[src/rtl/dmem_responder_if.sv]
// Load/store bus between the datapath (master) and the data-memory responder (slave).
interface dmem_responder_if #(
    parameter int NBITS = 8
);
    logic             Req;
    logic             MemWrite;
    logic [NBITS-1:2] Address;
    logic [NBITS-1:0] WriteData;
    logic [NBITS-1:0] ReadData;
    logic             Ready;
    logic             Busy;

    modport master (output Req, MemWrite, Address, WriteData,
                    input  ReadData, Ready, Busy);
    modport slave  (input  Req, MemWrite, Address, WriteData,
                    output ReadData, Ready, Busy);
endinterface

[src/rtl/dmem_responder.sv]
// Word-addressed data memory with LATENCY wait states behind a Req/Ready handshake.
// Defining DMEM_OVERLAP_ERR_EN adds a sticky OverlapErr flag for requests made while busy.
module dmem_responder #(
    parameter int NBITS   = 8,
    parameter int NWORDS  = 2**(NBITS-2),
    parameter int LATENCY = 2
) (
    input  logic clock,
    input  logic reset,
`ifdef DMEM_OVERLAP_ERR_EN
    output logic OverlapErr,
`endif
    dmem_responder_if.slave bus
);

    localparam logic [1:0] S_IDLE = 2'd0;
    localparam logic [1:0] S_WAIT = 2'd1;
    localparam logic [1:0] S_DONE = 2'd2;

    logic [1:0]       state_q, state_d;
    logic [3:0]       cnt_q, cnt_d;
    logic [NBITS-1:2] addr_q, addr_d;
    logic [NBITS-1:0] wdata_q, wdata_d;
    logic [NBITS-1:0] rdata_q, rdata_d;
    logic             we_q, we_d;
    logic             access;

    // Array is deliberately left out of reset so an aborted store cannot disturb it.
    logic [NBITS-1:0] mem_q [NWORDS];

    always_comb begin
        state_d = state_q;
        cnt_d   = cnt_q;
        addr_d  = addr_q;
        wdata_d = wdata_q;
        we_d    = we_q;
        rdata_d = rdata_q;
        access  = 1'b0;
        case (state_q)
            S_IDLE: begin
                if (bus.Req) begin
                    addr_d  = bus.Address;
                    wdata_d = bus.WriteData;
                    we_d    = bus.MemWrite;
                    cnt_d   = 4'(LATENCY - 1);
                    state_d = S_WAIT;
                end
            end
            S_WAIT: begin
                if (cnt_q != 4'd0) begin
                    cnt_d = cnt_q - 4'd1;
                end else begin
                    access  = 1'b1;
                    if (!we_q) rdata_d = mem_q[addr_q];
                    state_d = S_DONE;
                end
            end
            S_DONE:  state_d = S_IDLE;
            default: state_d = S_IDLE;
        endcase
    end

    always_ff @(posedge clock or posedge reset) begin
        if (reset) begin
            state_q <= S_IDLE;
            cnt_q   <= '0;
            addr_q  <= '0;
            wdata_q <= '0;
            we_q    <= 1'b0;
            rdata_q <= '0;
        end else begin
            state_q <= state_d;
            cnt_q   <= cnt_d;
            addr_q  <= addr_d;
            wdata_q <= wdata_d;
            we_q    <= we_d;
            rdata_q <= rdata_d;
        end
    end

    always_ff @(posedge clock) begin
        if (access && we_q) mem_q[addr_q] <= wdata_q;
    end

    assign bus.ReadData = rdata_q;
    assign bus.Ready    = (state_q == S_DONE);
    assign bus.Busy     = (state_q != S_IDLE);

`ifdef DMEM_OVERLAP_ERR_EN
    logic ovl_q, ovl_d;

    always_comb ovl_d = ovl_q | (bus.Req && (state_q != S_IDLE));

    always_ff @(posedge clock or posedge reset) begin
        if (reset) ovl_q <= 1'b0;
        else       ovl_q <= ovl_d;
    end

    assign OverlapErr = ovl_q;
`endif

endmodule

[src/flat_wrapper.sv]
// flat-port wrapper written by rule: the top's interface ports become plain ports
module dmem_responder_flat 
#(
    parameter int NBITS   = 8,
    parameter int NWORDS  = 2**(NBITS-2),
    parameter int LATENCY = 2
)
  (clock, reset, bus_Req, bus_MemWrite, bus_Address, bus_WriteData, bus_ReadData, bus_Ready, bus_Busy);
  dmem_responder_if #(.NBITS(NBITS)) bus_i ();
  input  logic clock;
  input  logic reset;
  input wire logic [$bits(bus_i.Req)-1:0] bus_Req;
  input wire logic [$bits(bus_i.MemWrite)-1:0] bus_MemWrite;
  input wire logic [$bits(bus_i.Address)-1:0] bus_Address;
  input wire logic [$bits(bus_i.WriteData)-1:0] bus_WriteData;
  output wire logic [$bits(bus_i.ReadData)-1:0] bus_ReadData;
  output wire logic [$bits(bus_i.Ready)-1:0] bus_Ready;
  output wire logic [$bits(bus_i.Busy)-1:0] bus_Busy;
  assign bus_i.Req = bus_Req;
  assign bus_i.MemWrite = bus_MemWrite;
  assign bus_i.Address = bus_Address;
  assign bus_i.WriteData = bus_WriteData;
  assign bus_ReadData = bus_i.ReadData;
  assign bus_Ready = bus_i.Ready;
  assign bus_Busy = bus_i.Busy;
  dmem_responder #(.NBITS(NBITS), .NWORDS(NWORDS), .LATENCY(LATENCY)) u_core (.clock(clock), .reset(reset), .bus(bus_i));
endmodule
[config.mk]
export PLATFORM = sky130hd
export DESIGN_NAME = dmem_responder_flat
export DESIGN_NICKNAME = d
export VERILOG_FILES = /design/src/rtl/dmem_responder_if.sv /design/src/rtl/dmem_responder.sv /design/src/flat_wrapper.sv
export SDC_FILE = /design/constraint.sdc
export NUM_CORES = 1
export LEC_CHECK = 0
export ABC_AREA = 1
export ABC_CLOCK_PERIOD_IN_PS = 1990
export BUFFER_PORTS_ARGS = -buffer_cell sky130_fd_sc_hd__buf_2
export CAP_MARGIN = 20
export CORE_ASPECT_RATIO = 1.2
export CORE_MARGIN = 2
export CORE_UTILIZATION = 55
export CTS_BUF_LIST = sky130_fd_sc_hd__clkbuf_4 sky130_fd_sc_hd__clkbuf_8
export DETAILED_ROUTE_END_ITERATION = 10
export HOLD_SLACK_MARGIN = 0.08
export PLACE_DENSITY = 0.79
export SLEW_MARGIN = 10
export SYNTH_ARGS = -nofsm -noshare
export SYNTH_HDL_FRONTEND = slang
export SYNTH_SLANG_ARGS = --single-unit
[constraint.sdc]
create_clock -name clock -period 1.99 [get_ports clock]
set_input_delay 0.4975 -clock clock [delete_from_list [all_inputs] [get_ports clock]]
set_output_delay 0.4975 -clock clock [all_outputs]
set_load 0.05 [all_outputs]
After elaboration in Yosys (flattened, before gate mapping)
Memory sizes are Yosys's and may differ from the RTL's. A register that Yosys moved wholly into a read port is not among the register bits.
Index checks and enable logic that the tools add are counted.
Widths: inputs -> output; s select.

operators by class
  bitwise logic cells = 2
  reductions and logical operators = 9
  equal/unequal tests = 5
  add/sub/neg operators = 1
  muxes and demuxes = 10

operator list
  cell                 count
  $mux 4               2
  $pmux 4 s2           1
  $reduce_and 3->1     2
  $mux 1               4
  $mux 2               2
  $ne 2x2->1 const B   2
  $pmux 2 s2           1
  $reduce_and 2->1     2
  $reduce_bool 2->1    2
  $reduce_bool 4->1    1
  $sub 4x1->4 const B  1
  $eq 2x1->1 const B   1
  $eq 2x2->1 const B   1
  $logic_not 2->1      1
  $ne 2x1->1 const B   1
  $not 1->1            2
  $logic_and 1x1->1    1

storage, ports and cells
  output and inout bits = 10
  bits in registers = 21
  word-level logic and storage cells = 33
  input bits = 18
  bits in writable memories = 512
  memories = 1

memories
  name          words  width  read ports  clocked after Yosys merged registers in  wr ports  line                  text
  u_core.mem_q  64     8      1           1                                        1         dmem_responder.sv:29  logic [NBITS-1:0] mem_q [NWORDS];

Depth between registers and ports, before layout
Gate-level depths: netlist of the first run.

  word-level depth = 6
  depth in mapped cells = 13
  mapped depth without buffers = 11

Least setup slack after synthesis of the first run
OpenSTA, ideal clock, no wires.

  kind = reg2reg
  start = register u_core.cnt_q[0]
  end = memory u_core.mem_q[0][0] (enable)
  setup slack = -0.147 ns
  library setup time = 0.371 ns
  period minus slack after synthesis = 2.137 ns
  arrival time = 1.767 ns
  buffers on the path = 0
  stages on the path, launching flop included = 9
  required time = 1.619 ns
  cell sequence = dfrtp_1 inv_1 ha_1 nand3_1 inv_1 nand2_1 nor2_1 nand3_1 nor2_1

on the way
  longest elaborated chain between the ends = 6

ends and longest elaborated chain
  what                          line                  text
  from (decl)                   dmem_responder.sv:21  logic [3:0] cnt_q, cnt_d;
  from (signal assigned)        dmem_responder.sv:73  cnt_q <= cnt_d;
  $reduce_bool 4->1             dmem_responder.sv:50  if (cnt_q != 4'd0) begin
  $mux 1                        dmem_responder.sv:50
  $mux 1                        dmem_responder.sv:39  case (state_q)
  $logic_and 1x1->1             dmem_responder.sv:82  if (access && we_q) mem_q[addr_q] <= wdata_q;
  $mux 1                        dmem_responder.sv:82
  $mux 1 (not written as such)  dmem_responder.sv:82
  to (decl)                     dmem_responder.sv:29

No other way between the ends.

==> results of run 1 <==
[Yosys cell counts]
master / instances
nand2_1: 560
edfxtp_1: 512
inv_1: 381
nor2_1: 221
nand3_1: 165
o211ai_1: 70
buf_2: 53
o21ai_0: 50
dfrtp_1: 29
or2_2: 27
o21ai_1: 26
clkbuf_1: 21
buf_4: 16
nor3_1: 9
or2_1: 7
inv_2: 4
a21oi_1: 3
clkinv_1: 2
ha_1: 2
nor2_2: 2
buf_6: 1
inv_4: 1
nand2_2: 1
nor3_2: 1
[worst paths after layout]
check | from | end | slack, ns | cells after the start
max | u_core.addr_q[2] | u_core.bus.ReadData[5] | -0.17 | 13
max reg2reg | u_core.addr_q[2] | u_core.bus.ReadData[5] | -0.17 | 13
max in group asynchronous | reset | u_core.wdata_q[2] | 1.13 | 4
min in group asynchronous | reset | u_core.we_q | 0.50 | 4
min | bus_Address[1] | u_core.addr_q[3] | 0.11 | 3
min reg2reg | u_core.cnt_q[2] | u_core.cnt_q[2] | 0.54 | 2
[where the power goes]
part | internal [mW] | total (mW) | switching (mW) | leakage, nW
Clock | 4.56 | 8.68 | 4.12 | 0.786
Sequential | 14.3 | 14.8 | 0.535 | 4.98
Combinational | 4.41 | 14.0 | 9.55 | 5.77
Total | 23.2 | 37.4 | 14.2 | 11.5
[logic make-up (layout without fill, tap and decap cells)]
kind of cell | after synthesis | in the layout | share of synthesized area (%)
simple gates | 993 | 993 | 17.6
flops | 541 | 541 | 69.9
buf+inv | 479 | 738 | 8.40
compound gates | 149 | 149 | 4.00
fa+ha+maj | 2 | 2 | 0.109
other cells | 0 | 1 | 0
[through the flow]
step	utilization (%)	instance area, sq um	setup slack, ns	setup TNS (ns)
after floorplan	-	23000	-0.147	-75.42
after global placement	60.2	25000	-0.141	-1.25
after detailed placement	60.2	25000	-0.170	-14.70
after CTS	64.9	27000	-0.0609	-0.310
after global routing	66.3	27500	-0.232	-3.91
final	66.3	27500	-0.170	-0.965
[worst max-delay path, cell delays in order (launching register included)]
cell     delay (ns)
dfrtp_4        0.51
buf_12         0.16
buf_12         0.16
buf_12         0.17
nor2_1         0.12
nor2_1         0.05
nand2_1        0.07
nand2_1        0.07
o21ai_2        0.27
nand2_2        0.11
nor2_2         0.16
nand3_1        0.09
nand2_1        0.06
inv_1          0.03
[sequential cells by signal (all words and copies together), names as in the netlist]
signal and cells:
u_core.we_q 1, u_core.mem_q 512, u_core.bus.ReadData 8, u_core.wdata_q 8, u_core.cnt_q 4, u_core.addr_q 6
u_core.state_q 2
[cells in the final DEF (no fill, tap or decap), types with 5 or more instances in the layout]
cell / count
buf_12: 32
nand2_1: 550
dlygate4sd3_1: 11
o211ai_1: 70
dfrtp_1: 20
dfrtp_2: 7
nand3_2: 10
clkbuf_8: 80
nand3_1: 149
nor3_1: 8
nand3_4: 6
nor2_1: 160
clkinvlp_4: 5
inv_2: 9
o21ai_2: 12
nand2_2: 10
clkbuf_4: 23
inv_1: 376
buf_4: 93
nor2_2: 42
nor2_4: 21
edfxtp_1: 512
buf_2: 25
clkinv_1: 17
clkinv_2: 7
or2_1: 7
o21ai_1: 30
o21ai_0: 32
or2_2: 24
buf_6: 45
[layer usage]
| layer | global-route usage [%] | wire (um) |
|---|---|---|
| met4 | 15.7 | 3550 |
| met2 | 46.3 | 30100 |
| met3 | 4.18 | 5820 |
| met5 | 0 | 0 |
| met1 | 32.5 | 20800 |
[final cells by class]
cell class                      count  area (sq um)  area share (%)
Tap cell                          546           683            2.48
Antenna cell                        1          2.50         0.00908
Multi-Input combinational cell   1144          5480            19.9
Timing Repair Buffer              215          2280            8.29
Clock buffer                      103          1270            4.62
Sequential cell                   541         16100            58.5
Inverter                          388          1470            5.35
Clock inverter                     32           233           0.845
[timing repair]
action,CTS,global route
pin swaps,1,18
buffers inserted,1,5
resized for setup,77,148
hold buffers,11,0
setup endpoints to repair,519,520
hold endpoints to repair,39,0
cloned,2,3
==> impl_results.md, run 1 <==
* Status: finished, violations left
* Failing checks: setup timing
* Fillers at 2788
* Sequential share of the synthesized area at 69.9%
* GRT Overall Usage at 27.1%
* DRC violations left at 0
* MaxCap Viol Count at 0
* Clock Skew at 0.0342 ns
* Mapped Nets at 2184
* Grt total ovfl at 0
* Final worst path period need at 2.16 ns
* Setup-failing EPs final at 8
* Routed len/inst at 20.3 um
* Worst-margin pin slew at 0.525 ns
* Hold Path Class: in -> reg
* Largest net degree at the start of global routing at 66
* Total CTS buffers at 77
* CP Max Fanout at 26
* Cell variety after synth at 24
* Dpl hpwl at 36000 um
* Vias in the first global route at 16100
* CTS H-tree lvls at 3
* Via count at 16500
* Area growth, synth to finish at 19.6%
* Share of layout cells above drive strength 1 at 19.6%
* Die Wd at 191 um
* Clock Tree Root: clkbuf_8
* Slew Limit Fails at 0
* CTS tree: built
* Cell total after placement at 2812
* Post-synthesis cell count at 2164
* Kind of end point of the critical path: flip-flop
* Final-report hold violation count at 0
* Flops & latches, synth at 541
* Worst Path Arrival at 2.72 ns
* Setup WS post-layout at -0.170 ns
* Die Height at 228 um
* GP Congestion at 0.888
* Req. time, crit path at 2.55 ns
* Final period util at 109%
* Setup CP Type: reg -> reg
* DRT Pass-1 Iters at 8
* Clock Sinks at 541
* WL final at 60300 um
* DR vias/cell at 5.55
* Number of synthesis warnings at 0
* Core Area at 41600 sq um
* RSZ-0062 raised after global routing: yes
* Area leader, netlist: edfxtp_1
* Clock Latency Late Sink at 0.66 ns
* Peak VDD IR at 795 uV
* Ranking of synthesized cells by area: edfxtp_1 (67%), nand2_1 (9.1%), inv_1 (6.2%), nor2_1 (3.6%), nand3_1 (3.6%)
* Startpoint type of the worst setup path: flip-flop
* CTS max path bufs at 3
* Finished Layout Cells at 2970
* # port buffers at 27
* FP Rows at 82
* Power Density at 1360 nW/um^2
* Hold slack at 0.110 ns
* Synth top area share at 66.8%
* Total I/O pin count at 28
* Clk slew on worst S/H paths at 0.07 ns
* Initial antenna violation count at 0
* Cell Area, Synth at 23000 sq um
* Max_slew headroom at 65.0%
* Initial core utilization at 55.4%
* Initial detailed-routing violation count at 2166
* Leak pwr at 11.5 nW
* Post-synthesis area per instance at 10.6 sq um
* Final total power at 37.4 mW
* Global-route wire length before repair at 88900 um
* Post-DRT Antenna Nets at 0
* Layout Nets at 2387
* Die Area at 43500 sq um
* Fmax achieved at 463 MHz
Power figures use the tool's default switching activity.
==> run 2, diff against run 1 <==
--- a/config.mk
+++ b/config.mk
@@ -15,7 +15,7 @@
 export CTS_BUF_LIST = sky130_fd_sc_hd__clkbuf_4 sky130_fd_sc_hd__clkbuf_8
 export DETAILED_ROUTE_END_ITERATION = 10
 export HOLD_SLACK_MARGIN = 0.08
-export PLACE_DENSITY = 0.79
+export PLACE_DENSITY = 0.72
 export SLEW_MARGIN = 10
 export SYNTH_ARGS = -nofsm -noshare
 export SYNTH_HDL_FRONTEND = slang
==> run 2 against run 1 <==
Net effect:
- the run still ends with setup timing left
- first-iteration DRC count decreased by 15%
- final cell count rose by 2.0%
- critical path depth stayed put
- highest routed layer unchanged
==> impl_results.md, run 2 (synthesized netlist as in run 1, its figures left out) <==
* Leak pwr at 12.1 nW (+4.8%)
* Finished Layout Cells at 3030 (+2.0%)
* Final period util at 108% (-0.39 points)
* Routed len/inst at 21.5 um (+6.1%)
* Family with the most delay on the worst path: buffers and inverters
* DRT Pass-1 Iters at 6 (-2)
* Met3 Use GR at 5.28% (+1.1 points)
* Clock Tree Root: clkbuf_8
* Setup-failing EPs final at 111 (+103)
* Setup CP Type: reg -> reg
* Slowest-stage cell, CP: dfrtp_4
* Core Area at 41600 sq um (unchanged)
* Peak VDD IR at 922 uV (+16%)
* Most frequent cells in the layout: nand2_1 (539), edfxtp_1 (512), inv_1 (376)
* Global-route wire length before repair at 95800 um (+7.7%)
* CP peak stage delay at 0.51 ns (about the same)
* Post-DRT Antenna Nets at 0 (unchanged)
* Initial detailed-routing violation count at 1838 (-15%)
* MaxCap Viol Count at 0 (unchanged)
* RSZ-0062 raised after global routing: yes
* Final worst path period need at 2.15 ns (-0.00771 ns)
* Dpl hpwl at 36600 um (+1.6%)
* Slew Limit Fails at 0 (unchanged)
* Cell chain of the critical path: buf_12 -> inv_16 -> bufbuf_16 -> buf_4 -> nand2_1 -> nand3_1 -> nand2_1 -> o21ai_2 -> nand2_1 -> nor2_2 -> nand3_1 -> nand2_1 -> inv_2
* Clk slew on worst S/H paths at 0.07 ns (about the same)
* Max_slew headroom at 49.7% (-15 points)
* Initial core utilization at 55.4% (unchanged)
* Clock Skew at 0.0207 ns (-0.0135 ns)
* CTS max path bufs at 3 (unchanged)
* Cell total after placement at 2833 (+0.75%)
* Req. time, crit path at 2.54 ns (about the same)
* Largest register FFs at 512 (unchanged)
* DRC violations left at 0 (unchanged)
* Area growth, synth to finish at 26.0%
* M2 GR Usage at 48.2% (+1.9 points)
* Die Area at 43500 sq um (unchanged)
* Fmax achieved at 465 MHz (+0.36%)
* Final-report hold violation count at 0 (unchanged)
* Die Height at 228 um (unchanged)
* Worst Path Arrival at 2.70 ns (-0.02 ns)
* Clock Sinks at 541 (unchanged)
* FP Rows at 82 (unchanged)
* GRT Overall Usage at 29.5% (+2.3 points)
* WL final at 65300 um (+8.2%)
* Most common cell after layout, fill and taps aside: nand2_1
* CTS H-tree lvls at 3 (unchanged)
* Setup WS post-layout at -0.163 ns (+0.00771 ns)
* CP most frequent cell: nand2_1
* Clock Latency Late Sink at 0.65 ns (about the same)
* Kind of end point of the critical path: flip-flop
* CP Max Fanout at 7 (-73%)
* Layout Nets at 2447 (+2.5%)
* Hold slack at 0.124 ns (+0.0144 ns)
* Die Wd at 191 um (unchanged)
* Met1 Resource Use GR at 36.5% (+4.0 points)
* Final total power at 40.4 mW (+7.9%)
* Initial antenna violation count at 1 (+1)
* Share of layout cells above drive strength 1 at 25.5% (+5.8 points)
* Total I/O pin count at 28 (unchanged)
* DR vias/cell at 5.59 (+0.80%)
* Power Density at 1390 nW/um^2 (+2.4%)
* Hold Path Class: in -> reg
* Vias in the first global route at 16900 (+4.7%)
* Post-Place Worst Slack at -0.320 ns (-0.151 ns)
* Grt total ovfl at 0 (unchanged)
* GR peak layer: met2
* Status: finished, violations left
* CTS tree: built
* Via count at 16900 (+2.8%)
* Final setup TNS at -3.17 ns (-2.20 ns)
* Total CTS buffers at 81 (+5.2%)
* Startpoint type of the worst setup path: flip-flop
* Worst-margin pin slew at 0.754 ns (+0.229 ns)
* Largest net degree at the start of global routing at 66 (unchanged)
* # port buffers at 27 (unchanged)
* Worst path bufs/invs at 5 (+1)
* GP Congestion at 0.891 (+0.35%)
* Reg with most FFs: u_core.mem_q
* Failing checks: setup timing
## run 2: cell types whose count changed in the layout (fill, tap and decap cells not counted), sizes merged
cell | previous run | this run
clkinvlp | 5 | 4
buf | 201 | 253
bufinv | 3 | 0
dlygate4sd3 | 11 | 9
clkinv | 25 | 21
bufbuf | 0 | 6
clkbuf | 106 | 118
## run 2: what timing repair did
item,CTS,global route
buffers inserted,27,7
setup endpoints to repair,516,522
pin swaps,79,91
resized for setup,214,226
hold buffers,9,0
cloned,18,2
endpoints found under the hold margin,37,0
## run 2: worst reg2reg max path: cells and delay by family, from the launching register on
| family | cells | cell delay (ns) |
|---|---|---|
| buffers and inverters | 5 | 0.70 |
| AND/OR/NAND/NOR | 7 | 0.66 |
| flip-flops | 1 | 0.51 |
| AO/OA/AOI/OAI | 1 | 0.17 |
## run 2: report_power, final
| group | internal [mW] | total, mW | switching (mW) | leakage, nW |
|---|---|---|---|---|
| sequential | 14.3 | 14.8 | 0.543 | 4.98 |
| combinational | 6.14 | 16.9 | 10.8 | 6.31 |
| clock | 4.50 | 8.66 | 4.16 | 0.797 |
## run 2: final cells by class
| type | instances | area [sq um] |
|---|---|---|
| tap | 546 | 683 |
| clock buffer | 116 | 1400 |
| clock inverter | 23 | 104 |
| multi-input combinational | 1144 | 5980 |
| antenna | 1 | 2.50 |
| fill | 2685 | 12500 |
| timing repair buffer | 270 | 3250 |
| sequential | 541 | 16100 |
| inverter | 388 | 1480 |
| timing repair inverter | 1 | 6.26 |
## run 2: per-stage QoR
step / instance area, sq um / util (%)
after floorplan: 23000 / -
after global placement: 25200 / 60.6
after detailed placement: 25200 / 60.6
after CTS: 28200 / 67.8
after global routing: 29000 / 69.8
final: 29000 / 69.8
## run 2: metal layers
| metal | up-vias | part of all wire (%) |
|---|---|---|
| met1 | 8152 | 36 |
| li1 | 7560 | - |
| met2 | 1001 | 50 |
| met3 | 229 | 8.7 |
| met5 | - | 0 |
| met4 | 0 | 6.0 |
## run 2: worst paths after layout
check / to / cells past startpoint / start / slack, ns
setup / recovery: u_core.bus.ReadData[6] / 13 / u_core.addr_q[2] / -0.16
hold / removal: u_core.addr_q[5] / 3 / bus_Address[3] / 0.12
hold reg to reg: u_core.cnt_q[2] / 2 / u_core.cnt_q[2] / 0.54
setup reg to reg: u_core.bus.ReadData[6] / 13 / u_core.addr_q[2] / -0.16
max in group asynchronous: u_core.addr_q[2] / 4 / reset / 1.13
min in group asynchronous: u_core.wdata_q[1] / 4 / reset / 0.50
